## config.mk

```make
export PLATFORM = sky130hd
export DESIGN_NAME = bitsel_flat
export DESIGN_NICKNAME = d
export VERILOG_FILES = /design/src/rtl/bitsel_if.sv /design/src/rtl/bitsel.sv /design/src/flat_wrapper.sv
export SDC_FILE = /design/constraint.sdc
export NUM_CORES = 1
export LEC_CHECK = 0
export BUFFER_PORTS_ARGS = -buffer_cell sky130_fd_sc_hd__buf_2
export CAP_MARGIN = 40
export CORE_AREA = 8 8 122 124
export DETAILED_ROUTE_END_ITERATION = 6
export DIE_AREA = 0 0 130 132
export PLACE_DENSITY = 0.85
export SETUP_SLACK_MARGIN = 0.15
export SYNTH_ARGS = -nofsm -noshare
export SYNTH_HDL_FRONTEND = slang
export SYNTH_SLANG_ARGS = --single-unit
```

## constraint.sdc

```tcl
create_clock -name clk -period 13.1 [get_ports clk]
set_input_delay 1.31 -clock clk [delete_from_list [all_inputs] [get_ports clk]]
set_output_delay 1.31 -clock clk [all_outputs]
set_load 0.005 [all_outputs]
```

## src/rtl/bitsel_if.sv

```systemverilog
// Request/response bundle for the bitsel unit: one request channel in, one result channel out.
// Both channels transfer on a rising clk edge where valid and ready are both high; once valid is
// raised the producer holds its payload stable until that edge, and ready never waits on valid.
interface bitsel_if;
    logic        din_valid;
    logic        din_ready;
    logic [63:0] din_data;
    logic [5:0]  din_index;
    logic [1:0]  din_func;
    logic        dout_valid;
    logic        dout_ready;
    logic [63:0] dout_data;

    modport master (
        output din_valid, din_data, din_index, din_func, dout_ready,
        input  din_ready, dout_valid, dout_data
    );

    modport slave (
        input  din_valid, din_data, din_index, din_func, dout_ready,
        output din_ready, dout_valid, dout_data
    );
endinterface

```

## src/rtl/bitsel.sv

```systemverilog
// Select-bit unit: finds the position of the n-th set bit of a 64- or 32-bit operand,
// scanning one byte per clock so latency is fixed at W/8 cycles.
module bitsel (
    input  logic       clk,
    input  logic       reset,
    bitsel_if.slave    bus,
    output logic [1:0] dbg_state
);
    typedef enum logic [1:0] {IDLE = 2'd0, SCAN = 2'd1, DONE = 2'd2} state_t;

    state_t      state;
    logic [63:0] data_q;
    logic [6:0]  remaining;
    logic        mode32_q;
    logic        reverse_q;
    logic        found;
    logic [5:0]  pos;
    logic [2:0]  k;

    logic [63:0] rev64;
    logic [31:0] rev32;
    logic [63:0] captured;
    logic [7:0]  chunk;
    logic [3:0]  chunk_cnt;
    logic [3:0]  seen;
    logic [2:0]  hit_idx;
    logic        hit;
    logic        next_found;
    logic [5:0]  next_pos;
    logic        last_chunk;
    logic [6:0]  width_val;
    logic [6:0]  result;

    assign bus.din_ready = (state == IDLE) && !reset;
    assign dbg_state     = state;

    // Reverse mode flips the operand within W so the scan always runs from bit 0 upward.
    always_comb begin
        rev64 = '0;
        rev32 = '0;
        for (int i = 0; i < 64; i++) rev64[i] = bus.din_data[63-i];
        for (int i = 0; i < 32; i++) rev32[i] = bus.din_data[31-i];
        case (bus.din_func)
            2'b00:   captured = bus.din_data;
            2'b01:   captured = {32'b0, bus.din_data[31:0]};
            2'b10:   captured = rev64;
            default: captured = {32'b0, rev32};
        endcase
    end

    always_comb begin
        chunk     = data_q[7:0];
        chunk_cnt = '0;
        seen      = '0;
        hit_idx   = '0;
        for (int i = 0; i < 8; i++) chunk_cnt = chunk_cnt + {3'b0, chunk[i]};
        for (int i = 0; i < 8; i++) begin
            if (chunk[i] && ({3'b0, seen} == remaining)) hit_idx = 3'(i);
            seen = seen + {3'b0, chunk[i]};
        end
        hit        = !found && (remaining < {3'b0, chunk_cnt});
        next_found = found || hit;
        next_pos   = hit ? {k, hit_idx} : pos;
        last_chunk = mode32_q ? (k == 3'd3) : (k == 3'd7);
        width_val  = mode32_q ? 7'd32 : 7'd64;
        if (!next_found)
            result = width_val;
        else if (reverse_q)
            result = width_val - 7'd1 - {1'b0, next_pos};
        else
            result = {1'b0, next_pos};
    end

    always_ff @(posedge clk) begin
        if (reset) begin
            state          <= IDLE;
            bus.dout_valid <= 1'b0;
            bus.dout_data  <= '0;
            found          <= 1'b0;
            k              <= '0;
        end else begin
            case (state)
                IDLE: begin
                    if (bus.din_valid) begin
                        data_q    <= captured;
                        remaining <= {1'b0, bus.din_index};
                        mode32_q  <= bus.din_func[0];
                        reverse_q <= bus.din_func[1];
                        found     <= 1'b0;
                        pos       <= '0;
                        k         <= '0;
                        state     <= SCAN;
                    end
                end
                SCAN: begin
                    data_q <= {8'b0, data_q[63:8]};
                    found  <= next_found;
                    pos    <= next_pos;
                    // Once found the count is irrelevant; freezing it avoids any wrap.
                    if (!next_found) remaining <= remaining - {3'b0, chunk_cnt};
                    k <= k + 3'd1;
                    if (last_chunk) begin
                        bus.dout_data  <= {57'b0, result};
                        bus.dout_valid <= 1'b1;
                        state          <= DONE;
                    end
                end
                DONE: begin
                    if (bus.dout_ready) begin
                        bus.dout_valid <= 1'b0;
                        state          <= IDLE;
                    end
                end
                default: state <= IDLE;
            endcase
        end
    end
endmodule

```

## src/flat_wrapper.sv

```systemverilog
// flat-port wrapper written by rule: the top's interface ports become plain ports
module bitsel_flat 
  (clk, reset, dbg_state, bus_din_valid, bus_din_data, bus_din_index, bus_din_func, bus_dout_ready, bus_din_ready, bus_dout_valid, bus_dout_data);
  bitsel_if bus_i ();
  input  logic clk;
  input  logic reset;
  output logic [1:0] dbg_state;
  input wire logic [$bits(bus_i.din_valid)-1:0] bus_din_valid;
  input wire logic [$bits(bus_i.din_data)-1:0] bus_din_data;
  input wire logic [$bits(bus_i.din_index)-1:0] bus_din_index;
  input wire logic [$bits(bus_i.din_func)-1:0] bus_din_func;
  input wire logic [$bits(bus_i.dout_ready)-1:0] bus_dout_ready;
  output wire logic [$bits(bus_i.din_ready)-1:0] bus_din_ready;
  output wire logic [$bits(bus_i.dout_valid)-1:0] bus_dout_valid;
  output wire logic [$bits(bus_i.dout_data)-1:0] bus_dout_data;
  assign bus_i.din_valid = bus_din_valid;
  assign bus_i.din_data = bus_din_data;
  assign bus_i.din_index = bus_din_index;
  assign bus_i.din_func = bus_din_func;
  assign bus_i.dout_ready = bus_dout_ready;
  assign bus_din_ready = bus_i.din_ready;
  assign bus_dout_valid = bus_i.dout_valid;
  assign bus_dout_data = bus_i.dout_data;
  bitsel u_core (.clk(clk), .reset(reset), .bus(bus_i), .dbg_state(dbg_state));
endmodule
```

# --- Yosys cells after proc, flatten, opt, wreduce, memory -nomap -nowiden ---
# Cells that the tools add are included.
word_totals:
  register_bits: 93
  elab_cells: 94
  input_bits: 76
  output_inout_bits: 68
op_classes:
  reduce_logical: 23
  n_addsub: 11
  n_lt_le_gt_ge: 1
  bitwise: 1
  n_eq_ne: 17
  n_mux: 31
op_table:
  columns: ["cell", "count"]
  rows:
  - ["one-hot mux 64 bit (3 select lines)", 1]
  - ["one-hot mux 64 bit (2 select lines)", 1]
  - ["two-way mux 64 bit", 1]
  - ["equality test 4 x 7 -> 1 bit", 6]
  - ["two-way mux 7 bit", 5]
  - ["adder 4 x 1 -> 4 bit", 6]
  - ["two-way mux 3 bit", 5]
  - ["one-hot mux 7 bit (2 select lines)", 1]
  - ["two-way mux 6 bit", 2]
  - ["one-hot mux 6 bit (2 select lines)", 1]
  - ["AND reduction 3 bit", 4]
  - ["two-way mux 2 bit", 5]
  - ["logical AND 1 bit", 9]
  - ["equality test 1 x 7 -> 1 bit", 1]
  - ["< comparator 7 x 4 -> 1 bit", 1]
  - ["subtractor 7 x 1 -> 7 bit, second input constant", 1]
  - ["subtractor 7 x 4 -> 7 bit", 1]
  - ["subtractor 7 x 6 -> 7 bit", 1]
  - ["inequality test 2 bit, second input constant", 3]
  - ["one-hot mux 2 bit (3 select lines)", 1]
  - ["one-hot mux 3 bit (2 select lines)", 1]
  - ["two-way mux 1 bit", 5]
  - ["equality test 2 x 1 -> 1 bit, second input constant", 2]
  - ["equality test 2 bit, second input constant", 2]
  - ["other kinds (13)", 18]

# --- Depth between registers and ports, before layout ---
# Gate-level depths: netlist of run 1.
logic_depth:
  depth_word: 13
  mapped_depth: 19
  mapped_depth_nobuf: 19

# --- Worst setup path after synthesis of run 1 ---
# Ideal clock, no wire load.
synth_timing:
  path_kind: "input to register"
  start: "input port reset"
  end: "register u_core.remaining[0], enable pin"
  arrival_ps: 7017
  required_ps: 12733
  n_path_buf: 1
  setup_slack_ps: 5717
  cell_stages: 3
  setup_time_ps: 367
  cell_sequence: "clkbuf_1 -> nor3_1 -> nor2b_1"
synth_between:
  elab_chain_cells: 2
synth_rtl:
  columns: ["element", "line", "source"]
  rows:
  - ["start, declared", "flat_wrapper.sv:6", "input logic reset;"]
  - ["inverter 1 bit (no source line)", null, null]
  - ["AND reduction 4 bit (no source line)", null, null]
  - ["end signal, assigned", "bitsel.sv:86", "remaining <= {1'b0, bus.din_index};"]
  - ["end signal, assigned", "bitsel.sv:100", "if (!next_found) remaining <= remaining - {3'b0, chunk_cnt};"]
  - ["end, declared", "bitsel.sv:13", "logic [6:0] remaining;"]
# Every way passes these cells.
# A chain may end at the register's enable or synchronous reset.

# --- Worst setup path in the final report of run 1 ---
layout_timing:
  start: "register u_core.data_q[0]"
  end: "register u_core.bus.dout_data[5]"
layout_between:
  elab_chain_cells: 13
  word_cells_on_any_way: 35
  classes_between: "8 x add/sub; 1 x order compare; 7 x eq/ne; 10 x mux; 9 x reduce/logical"
layout_rtl:
  columns: ["element", "line", "source"]
  rows:
  - ["start, declared", "bitsel.sv:12", "logic [63:0] data_q;"]
  - ["start signal, assigned", "bitsel.sv:85", "data_q <= captured;"]
  - ["start signal, assigned", "bitsel.sv:96", "data_q <= {8'b0, data_q[63:8]};"]
  - ["adder 1 x 1 -> 2 bit or equality test 1 x 7 -> 1 bit (tied branches)", "bitsel.sv:56, bitsel.sv:59, bitsel.sv:58", null]
  - ["adder 4 x 1 -> 4 bit (tied with other cells) (5 in a row)", "bitsel.sv:56, bitsel.sv:59", null]
  - ["adder 4 x 1 -> 4 bit (tied with other cells)", "bitsel.sv:56", "for (int i = 0; i < 8; i++) chunk_cnt = chunk_cnt + {3'b0, chunk[i]};"]
  - ["< comparator 7 x 4 -> 1 bit (tied with other cells)", "bitsel.sv:61", "hit = !found && (remaining < {3'b0, chunk_cnt});"]
  - ["logical AND 1 bit or two-way mux 3 bit (tied branches)", "bitsel.sv:61, bitsel.sv:58", null]
  - ["two-way mux 6 bit", "bitsel.sv:63", "next_pos = hit ? {k, hit_idx} : pos;"]
  - ["subtractor 7 x 6 -> 7 bit", "bitsel.sv:69", "result = width_val - 7'd1 - {1'b0, next_pos};"]
  - ["two-way mux 7 bit", "bitsel.sv:68", "else if (reverse_q)"]
  - ["two-way mux 7 bit (*)", "bitsel.sv:66", "if (!next_found)"]
  - ["end signal, assigned", "bitsel.sv:103", "bus.dout_data <= {57'b0, result};"]
  - ["end, declared", "bitsel_if.sv:21", "output din_ready, dout_valid, dout_data"]
# Every way passes the cells marked *; elsewhere a longest branch is shown, timed or not.

==> impl_metrics.yaml, run 1 <==
pwr:
  swShare: 0.325
  p_int_mw: 0.644
  ir_worst_vdd_mv: 0.0847
  p_switching_mw: 0.310
  p_clk_frac: 0.281
  power_density_nw_per_um2: 136
  p_leak_nw: 2.90
  comb_power_share: 0.322
  seq_power_share: 0.397
critical_path:
  critical_path.max_fanout: 12
  cp-start-kind: "register"
  worstPathCellList: "fa_1 -> ha_1 -> ha_1 -> ha_1 -> ha_1 -> xnor3_2 -> ha_1 -> xor2_1 -> xnor2_1 -> ha_1 -> o21ai_0 -> a21boi_0 -> nor4_1 -> buf_4 -> mux2_2 -> ha_1 -> a21oi_1 -> o21ai_0 -> a221oi_1"
  arrival_ns: 5.82
  crit_slowest_cell: "fa_1"
  cp_common_cell: "ha_1"
  critPathKind: "register to register"
  slowest_delay_ns: 0.63
  required_ns: 13.34
  worstSetupEndpointType: "register"
floorplan:
  rows: 42
  dieArea_um2: 17200
  chipHeight_um: 132
  die_x_um: 130
  pin_count: 144
  start_util: 0.490
  core_um2: 13000
yosys:
  syn_area_um2: 6360
  synth_common_cells: "107 x nand2_1, 105 x o21ai_0, 79 x edfxtp_1, 66 x mux2i_1, 57 x buf_4"
  synth_top_flop_cell: "edfxtp_1"
  synth_top_cell_by_area: "edfxtp_1"
  synth.most_common_cell: "nand2_1"
  synth-edff-count: 79
  synth.ff_latch_count: 93
  async_reset_ff_frac: 0
  yosysWarningCount: 0
  yosys-top-cells-area: "edfxtp_1 37%, mux2i_1 10%, o21ai_0 8.3%"
  postSynthAreaPerCell_um2: 9.37
  ys_types: 61
  netlist_instances: 678
  yosysSeqAreaShare: 0.417
  synth_top_area_frac: 0.373
cts:
  postCtsSetupBuffers: 0
  clock_latency_ns: 0.34
  cts_root_buf: "clkbuf_16"
  tritoncts: "done"
  clock-sinks: 93
  path_clk_slew_ns: 0.07
  htreeDepth: 3
  cts_buffers: 9
  cts_resized: 0
  cts_hold_buffers: 0
  clockBufferDepth: 2
cells_and_area:
  antennaDiodeCount: 0
  nNetsFinal: 835
  area_delta_synth_final_pct: 10.6
  layout-drive-gt1-share: 0.167
placement:
  port-buffer-count: 86
  gp_congestion: 0.823
  dpl_worst_slack_ns: 7.49
  dp_hpwl_um: 10600
detailed_routing:
  route.detailed.wl_per_inst_um: 15.3
  vias: 4851
  vias_per_cell: 5.28
  ant_nets: 0
  drt-total-wl_um: 14100
  drt_pass1_iterations: 5
  drt_first_iter_violations: 448
  drc: 0
global_route:
  grt_max_degree: 95
  antenna_found_initial: 0
  grt_usage: 0.165
  first_global_vias: 4688
  overflow: 0
  grt_first_pass_wirelength_um: 23000
run_status:
  outcome: "complete, no violations"
job:
  maxCapViolations: 0
sta:
  finalWorstSetupSlack_ns: 7.52
  rsz0062_at_grt: "false"
  drv_slew: 0
  relSlewSlack: 0.397
  tightest_slew_ns: 0.905
  max_clock_freq_ghz: 0.179
  setup-tns-final_ns: 0
  hold_viol: 0
  min_period_over_period: 0.426
  period_minus_slack_ns: 5.58
  finalSetupViolCount: 0
  skew_ns: 0.0101
hold_path:
  worst_hold_path_type: "register to register"
[cells by family after synthesis]
family | share of synthesized area
AOI/OAI and AO/OA | 0.135
muxes | 0.107
buffers and inverters | 0.0982
and+or+nand+nor | 0.143
xor gates and xnor gates | 0.0524
other | 0.000590
adders and majority gates | 0.0453
DFF | 0.417
[power by group through the flow]
| stage | clock network, mW | registers, mW | logic [mW] |
|---|---|---|---|
| CTS | 0.272 | 0.379 | 0.308 |
| detailed placement | 0 | 0.385 | 0.307 |
| global route | 0.284 | 0.382 | 0.347 |
| floorplan | 0 | 0.374 | 0.259 |
| global placement | 0 | 0.383 | 0.293 |
| finish | 0.268 | 0.378 | 0.308 |
[per-stage QoR]
stage | util | total power [mW] | hold WS [ns] | cell area [µm²] | cells
6_report | 0.542 | 0.954 | 0.465 | 7030 | 919
5_1_grt | 0.542 | 1.01 | 0.506 | 7030 | 919
4_1_cts | 0.542 | 0.959 | 0.468 | 7030 | 919
3_5_place_dp | 0.518 | 0.692 | 0.460 | 6720 | 903
3_3_place_gp | 0.513 | 0.677 | 0.458 | 6660 | 900
2_1_floorplan | - | 0.634 | 0.458 | 6570 | 734
[path summary, 6_finish.rpt]
check                           slack [ns]  cells after the start                 endpoint                   from
worst max-delay path                  7.52                     19  u_core.bus.dout_data[5]       u_core.data_q[0]
worst min-delay path                  0.46                      2    u_core.bus.dout_valid  u_core.bus.dout_valid
worst max register to register        7.52                     19  u_core.bus.dout_data[5]       u_core.data_q[0]
worst min register to register        0.46                      2    u_core.bus.dout_valid  u_core.bus.dout_valid
[layer usage]
metal	up-vias	track usage	wire length, µm
li1	2418	-	-
met1	2268	0.207	6090
met2	150	0.274	6960
met3	15	0.0433	870
met4	0	0.0407	152
met5	-	0	0
[sequential cells by signal (all words and copies together), names as in the netlist]
signal                 count
u_core.bus.dout_data       7
u_core.bus.dout_valid      1
u_core.data_q             64
u_core.dbg_state           2
u_core.found               1
u_core.k                   3
u_core.mode32_q            1
u_core.pos                 6
u_core.remaining           7
u_core.reverse_q           1
[cells in the final DEF (no fill, tap or decap), types with 3 or more instances in the layout]
cell type	n
nand2_1	107
o21ai_0	105
buf_2	85
edfxtp_1	79
mux2i_1	66
conb_1	57
nor2_1	37
xnor2_1	19
ha_1	19
a21oi_1	15
dfxtp_1	14
nor3_1	12
xor2_1	9
clkbuf_16	9
inv_1	8
nand3_1	7
nor2b_1	6
nand4_1	4
nor4_1	4
and2_1	4
a22oi_1	4
buf_4	4
nand4b_1	3
a211oi_1	3
and3_1	3
nand2b_1	3
a31oi_1	3
o211ai_1	3
inv_6	3
[area by class of cell]
type,instances,area (µm²)
clock buffers,9,225
clock inverters,7,81.3
fillers,1184,5950
inverters,8,30.0
multi-input cells,534,3300
flip-flops and latches,93,2650
well taps,176,220
repair buffers,92,518
[critical path: cells and delay by family (launching register included)]
family                   cells  cell delay [ns]
buffers and inverters        1             0.23
multiplexers                 1             0.37
AND/OR/NAND/NOR              1             0.28
flip-flops                   1             0.46
adder cells (fa/ha/maj)      8             2.64
AO/OA/AOI/OAI                5             0.77
XOR/XNOR                     3             0.72
(Power assumes the default switching activity.)
==> inputs of run 2 (changes only) <==
- ABC_AREA: default -> 1
- CORE_AREA: 8 8 122 124 -> 8 8 123 125
- DIE_AREA: 0 0 130 132 -> 0 0 131 133
- PLACE_DENSITY: 0.85 -> 0.84
- clock period: 13.1 -> 5.8 ns (I/O delays scaled with it)
==> impl_metrics.yaml, run 2 <==
run_status:
  outcome: "complete, no violations"
cts:
  tritoncts: "done"
  path_clk_slew_ns: 0.07
  clockBufferDepth: 2
  clock_latency_ns: 0.34
  cts_buffers: 9
  clock-sinks: 93
  htreeDepth: 3
  cts_root_buf: "clkbuf_16"
global_route:
  antenna_found_initial: 0
  overflow: 0
  grt_max_degree: 105
  grt_first_pass_wirelength_um: 24300
  grt_usage: 0.171
  first_global_vias: 5258
hold_path:
  worst_hold_path_type: "register to register"
pwr:
  ir_worst_vdd_mv: 0.163
  p_int_mw: 1.37
  p_switching_mw: 0.634
  power_density_nw_per_um2: 281
  swShare: 0.317
  comb_power_share: 0.284
  p_total_mw: 2.00
  seq_power_share: 0.410
  p_clk_frac: 0.306
  p_leak_nw: 3.35
critical_path:
  critical_path.max_fanout: 7
  crit_slowest_cell: "fa_1"
  worst-path-buf-inv: 1
  cp-start-kind: "register"
  cp_common_cell: "ha_1"
  required_ns: 6.08
  critPathKind: "register to register"
  worstPathCellList: "fa_1 -> ha_1 -> ha_1 -> ha_1 -> ha_1 -> ha_1 -> ha_1 -> xor2_1 -> ha_1 -> nand2_1 -> nor2_1 -> a211oi_1 -> nor2_1 -> nor2_2 -> nand2_1 -> nor2_2 -> inv_1 -> nand2_1 -> o21ai_2 -> ha_1 -> a21oi_1 -> o21ai_0 -> a21oi_1"
  slowest_delay_ns: 0.65
  worstSetupEndpointType: "register"
  arrival_ns: 5.54
  path_delay_family: "adder cells"
yosys:
  syn_area_um2: 6390
  yosysWarningCount: 0
  synth_top_flop_cell: "edfxtp_1"
  yosysSeqAreaShare: 0.415
  ys_types: 36
  netlist_instances: 825
  synth.ff_latch_count: 93
  synth_top_cell_by_area: "edfxtp_1"
  async_reset_ff_frac: 0
  synth-edff-count: 79
  postSynthAreaPerCell_um2: 7.75
  synth_top_area_frac: 0.371
  synth.most_common_cell: "nand2_1"
  yosys-top-cells-area: "edfxtp_1 37%, nand2_1 12%, buf_4 6.7%"
  synth_common_cells: "203 x nand2_1, 105 x inv_1, 79 x edfxtp_1, 64 x o22ai_1, 57 x buf_4"
detailed_routing:
  drt_first_iter_violations: 462
  ant_nets: 0
  vias_per_cell: 5.13
  drc: 0
  route.detailed.wl_per_inst_um: 13.9
  vias: 5493
  drt-total-wl_um: 14900
  drt_pass1_iterations: 5
cells_and_area:
  antennaDiodeCount: 0
  nNetsFinal: 987
  layout_common_cells: "202 x nand2_1, 105 x inv_1, 86 x buf_2"
  largest_reg_flops: 64
  reg.largest.list: "u_core.data_q: 64 flops, u_core.bus.dout_data: 7 flops, u_core.remaining: 7 flops"
  layout-drive-gt1-share: 0.169
  mostFrequentLayoutCell: "nand2_1"
  final_cell_area_um2: 7100
  area_delta_synth_final_pct: 11.1
  largest_register: "u_core.data_q"
floorplan:
  core_um2: 13100
  chipHeight_um: 133
  start_util: 0.489
  dieArea_um2: 17400
  pin_count: 144
  rows: 42
  die_x_um: 131
sta:
  relSlewSlack: 0.389
  finalHoldWorstSlack_ns: 0.466
  period_minus_slack_ns: 5.26
  skew_ns: 0.00968
  max_clock_freq_ghz: 0.190
  tightest_slew_ns: 0.916
  min_period_over_period: 0.907
  rsz0062_at_grt: "false"
  finalSetupViolCount: 0
  setup-tns-final_ns: 0
  hold_viol: 0
  drv_slew: 0
job:
  maxCapViolations: 0
placement:
  gp_congestion: 0.858
  detailed_place.area_um2: 6780
  port-buffer-count: 86
  dp_hpwl_um: 11000
-- run 2: logic make-up (layout without fill, tap and decap cells) --
kind of cell | count (synthesis) | in the layout | share of synthesized area
buf+inv | 202 | 216 | 0.152
flops | 93 | 93 | 0.415
xor+xnor | 10 | 10 | 0.0137
fa+ha+maj | 21 | 21 | 0.0434
compound gates | 175 | 175 | 0.154
simple gates | 323 | 323 | 0.221
other cells | 1 | 57 | 0.000586
-- run 2: worst reg2reg max path: stages, from the launching register on --
cell and delay (ns):
edfxtp_1 0.44, fa_1 0.65, ha_1 0.29, ha_1 0.34, ha_1 0.34, ha_1 0.32, ha_1 0.21, ha_1 0.19
xor2_1 0.16, ha_1 0.34, nand2_1 0.10, nor2_1 0.05, a211oi_1 0.25, nor2_1 0.11, nor2_2 0.17, nand2_1 0.10
nor2_2 0.18, inv_1 0.17, nand2_1 0.12, o21ai_2 0.08, ha_1 0.27, a21oi_1 0.11, o21ai_0 0.10, a21oi_1 0.13
-- run 2: final cells by class --
cell class	count	area, µm²
sequential	93	2650
clock buffer	15	310
multi-input combinational	586	3000
clock inverter	1	8.76
inverter	108	405
tap	176	220
timing repair buffer	92	508
fill	1191	5980
-- run 2: stage by stage --
| step | worst slack [ns] | util | std cells |
|---|---|---|---|
| after floorplan | 1.01 | - | 881 |
| after global placement | 0.775 | 0.515 | 1053 |
| after detailed placement | 0.581 | 0.518 | 1055 |
| after CTS | 0.499 | 0.543 | 1071 |
| final | 0.539 | 0.543 | 1071 |
| after global routing | 0.187 | 0.543 | 1071 |
-- run 2: per-layer routing --
metal,routed length [µm],global-route usage,up-vias
met4,303,0.0651,0
met2,7060,0.277,232
li1,-,-,2758
met5,0,0,-
met1,6400,0.216,2479
met3,1150,0.0350,24
-- run 2: power groups by stage --
stage                     clock network, mW  registers (mW)  logic [mW]
after floorplan                           0           0.825       0.460
after global placement                    0           0.832       0.533
after detailed placement                  0           0.834       0.553
after CTS                             0.618           0.820       0.564
after global routing                  0.644           0.825       0.643
final                                 0.611           0.820       0.568
-- run 2: final timing paths --
path / from / endpoint / slack (ns) / cells after the start
setup / recovery: u_core.data_q[0] / u_core.bus.dout_data[5] / 0.54 / 23
hold / removal: u_core.bus.dout_data[1] / u_core.bus.dout_data[1] / 0.47 / 2
setup reg to reg: u_core.data_q[0] / u_core.bus.dout_data[5] / 0.54 / 23
hold reg to reg: u_core.bus.dout_data[1] / u_core.bus.dout_data[1] / 0.47 / 2
-- run 2: timing repair --
action                                  in CTS  in global routing
buffers inserted                             0                  0
gates resized for setup                      0                  1
endpoints found under the setup margin       0                  1
hold buffers                                 0                  0
endpoints found under the hold margin        0                  0
==> inputs of run 3 (changes only) <==
- CORE_AREA: 8 8 123 125 -> 8 8 156 158
- DIE_AREA: 0 0 131 133 -> 0 0 164 166
- MAX_ROUTING_LAYER: default -> met4
- PLACE_DENSITY: 0.84 -> 0.6
- RECOVER_POWER: default -> 50
==> impl_metrics.yaml, run 3 (synthesis gave the netlist of run 2 again) <==
cells_and_area:
  largest_register: "u_core.data_q"
  nNetsFinal: 990
  final_cells: 1183
  antennaDiodeCount: 0
  multi_input_area_um2: 2990
  layout_common_cells: "202 x nand2_1, 105 x inv_1, 79 x edfxtp_1"
  largest_reg_flops: 64
  area_delta_synth_final_pct: 12.8
  mostFrequentLayoutCell: "nand2_1"
  ff_latch_area_um2: 2650
  utilization: 0.327
  reg.largest.list: "u_core.data_q: 64 flops, u_core.bus.dout_data: 7 flops, u_core.remaining: 7 flops"
  fill_cells: 2354
  layout-drive-gt1-share: 0.154
detailed_routing:
  drt_pass1_iterations: 5
  drc: 0
  route.detailed.wl_per_inst_um: 13.2
  top_layer: "met4"
  vias: 5429
  met1_length_um: 7270
  wl_met3_um: 870
  drt_first_iter_violations: 374
  drt-total-wl_um: 15600
  vias_per_cell: 4.59
  ant_nets: 0
  route.met2.wl_um: 7320
cts:
  clock_latency_ns: 0.34
  tritoncts: "done"
  path_clk_slew_ns: 0.07
  postCtsSetupBuffers: 0
  cts_buffers: 9
  cts_resized: 0
  cts_hold_buffers: 0
  htreeDepth: 3
  clockBufferDepth: 2
  clock-sinks: 93
  cts_root_buf: "clkbuf_16"
floorplan:
  die_x_um: 164
  chipHeight_um: 166
  dieArea_um2: 27200
  core_um2: 22100
  rows: 55
  pin_count: 144
  start_util: 0.289
sta:
  hold_viol: 0
  finalSetupViolCount: 0
  setup-tns-final_ns: 0
  rsz0062_at_grt: "false"
  min_period_over_period: 0.887
  skew_ns: 0.0130
  relSlewSlack: -1.49
  finalHoldWorstSlack_ns: 0.465
  period_minus_slack_ns: 5.14
  tightest_slew_ns: 3.74
  max_clock_freq_ghz: 0.194
  drv_slew: 140
global_route:
  grt_usage: 0.116
  first_global_vias: 5178
  grt_max_degree: 103
  grt_first_pass_wirelength_um: 25600
  antenna_found_initial: 0
  overflow: 0
run_status:
  outcome: "finished with violations"
  violations: "max-capacitance violations, max-slew violations"
critical_path:
  arrival_ns: 5.42
  critPathKind: "register to register"
  slowest_delay_ns: 0.63
  crit_slowest_cell: "fa_1"
  worstSetupEndpointType: "register"
  cp-start-kind: "register"
  worstPathCellList: "fa_1 -> ha_1 -> ha_1 -> ha_1 -> ha_1 -> ha_1 -> ha_1 -> xor2_1 -> ha_1 -> nand2_1 -> nor2_1 -> a211oi_1 -> nor2_1 -> nor2_2 -> nand2_1 -> nor2_4 -> inv_1 -> o21ai_1 -> ha_1 -> a21oi_1 -> o21ai_0 -> a21oi_1"
  critical_path.max_fanout: 7
  cp_common_cell: "ha_1"
  required_ns: 6.07
job:
  maxCapViolations: 2
pwr:
  p_leak_nw: 3.29
  ir_worst_vdd_mv: 0.142
  p_total_mw: 1.98
  power_density_nw_per_um2: 274
placement:
  gp_congestion: 0.832
  port-buffer-count: 86
  dp_hpwl_um: 11800
  dp.cells: 1167
hold_path:
  worst_hold_path_type: "register to register"
==> run 3: cell types whose count changed in the layout (fill, tap and decap cells not counted), sizes merged <==
cell      delta
buf         -10
bufinv       +1
clkbuf       +9
clkinv       -1
clkinvlp     +3
inv          +1
==> run 3: final timing paths <==
kind | startpoint | end | slack (ns) | cells after the start
max | u_core.data_q[0] | u_core.bus.dout_data[5] | 0.66 | 22
min | u_core.bus.dout_data[2] | u_core.bus.dout_data[2] | 0.46 | 2
max reg2reg | u_core.data_q[0] | u_core.bus.dout_data[5] | 0.66 | 22
min reg2reg | u_core.bus.dout_data[2] | u_core.bus.dout_data[2] | 0.46 | 2
==> run 3: layout make-up <==
type                            count  share of cell area
Clock buffer                       11              0.0323
Clock inverter                      5             0.00850
Inverter                          108              0.0562
Multi-Input combinational cell    586               0.414
Sequential cell                    93               0.368
Tap cell                          285              0.0494
Timing Repair Buffer               95              0.0720
==> run 3: where the power goes <==
group          switching, mW  internal, mW
Clock                  0.255         0.336
Sequential            0.0258         0.794
Combinational          0.357         0.209
Total                  0.637          1.34
==> run 3: metrics by stage <==
step / cell area (µm²) / setup slack (ns)
floorplan: 6610 / 1.01
global placement: 6890 / 0.723
detailed placement: 6990 / 0.624
CTS: 7280 / 0.613
global route: 7210 / 0.209
finish: 7210 / 0.656
==> run 3: per-layer routing <==
| metal | GRT usage | vias up |
|---|---|---|
| met1 | 0.151 | 2499 |
| li1 | - | 2765 |
| met4 | 0.0245 | 0 |
| met5 | - | - |
| met3 | 0.0154 | 7 |
| met2 | 0.190 | 158 |
==> run 3: worst max-delay path, delay by kind of cell, from the launching register on <==
kind	cells	cell delay, ns
AO/OA/AOI/OAI	5	0.81
XOR/XNOR	1	0.16
adder cells (fa/ha/maj)	9	2.93
buffers and inverters	1	0.13
flip-flops	1	0.45
AND/OR/NAND/NOR	6	0.62
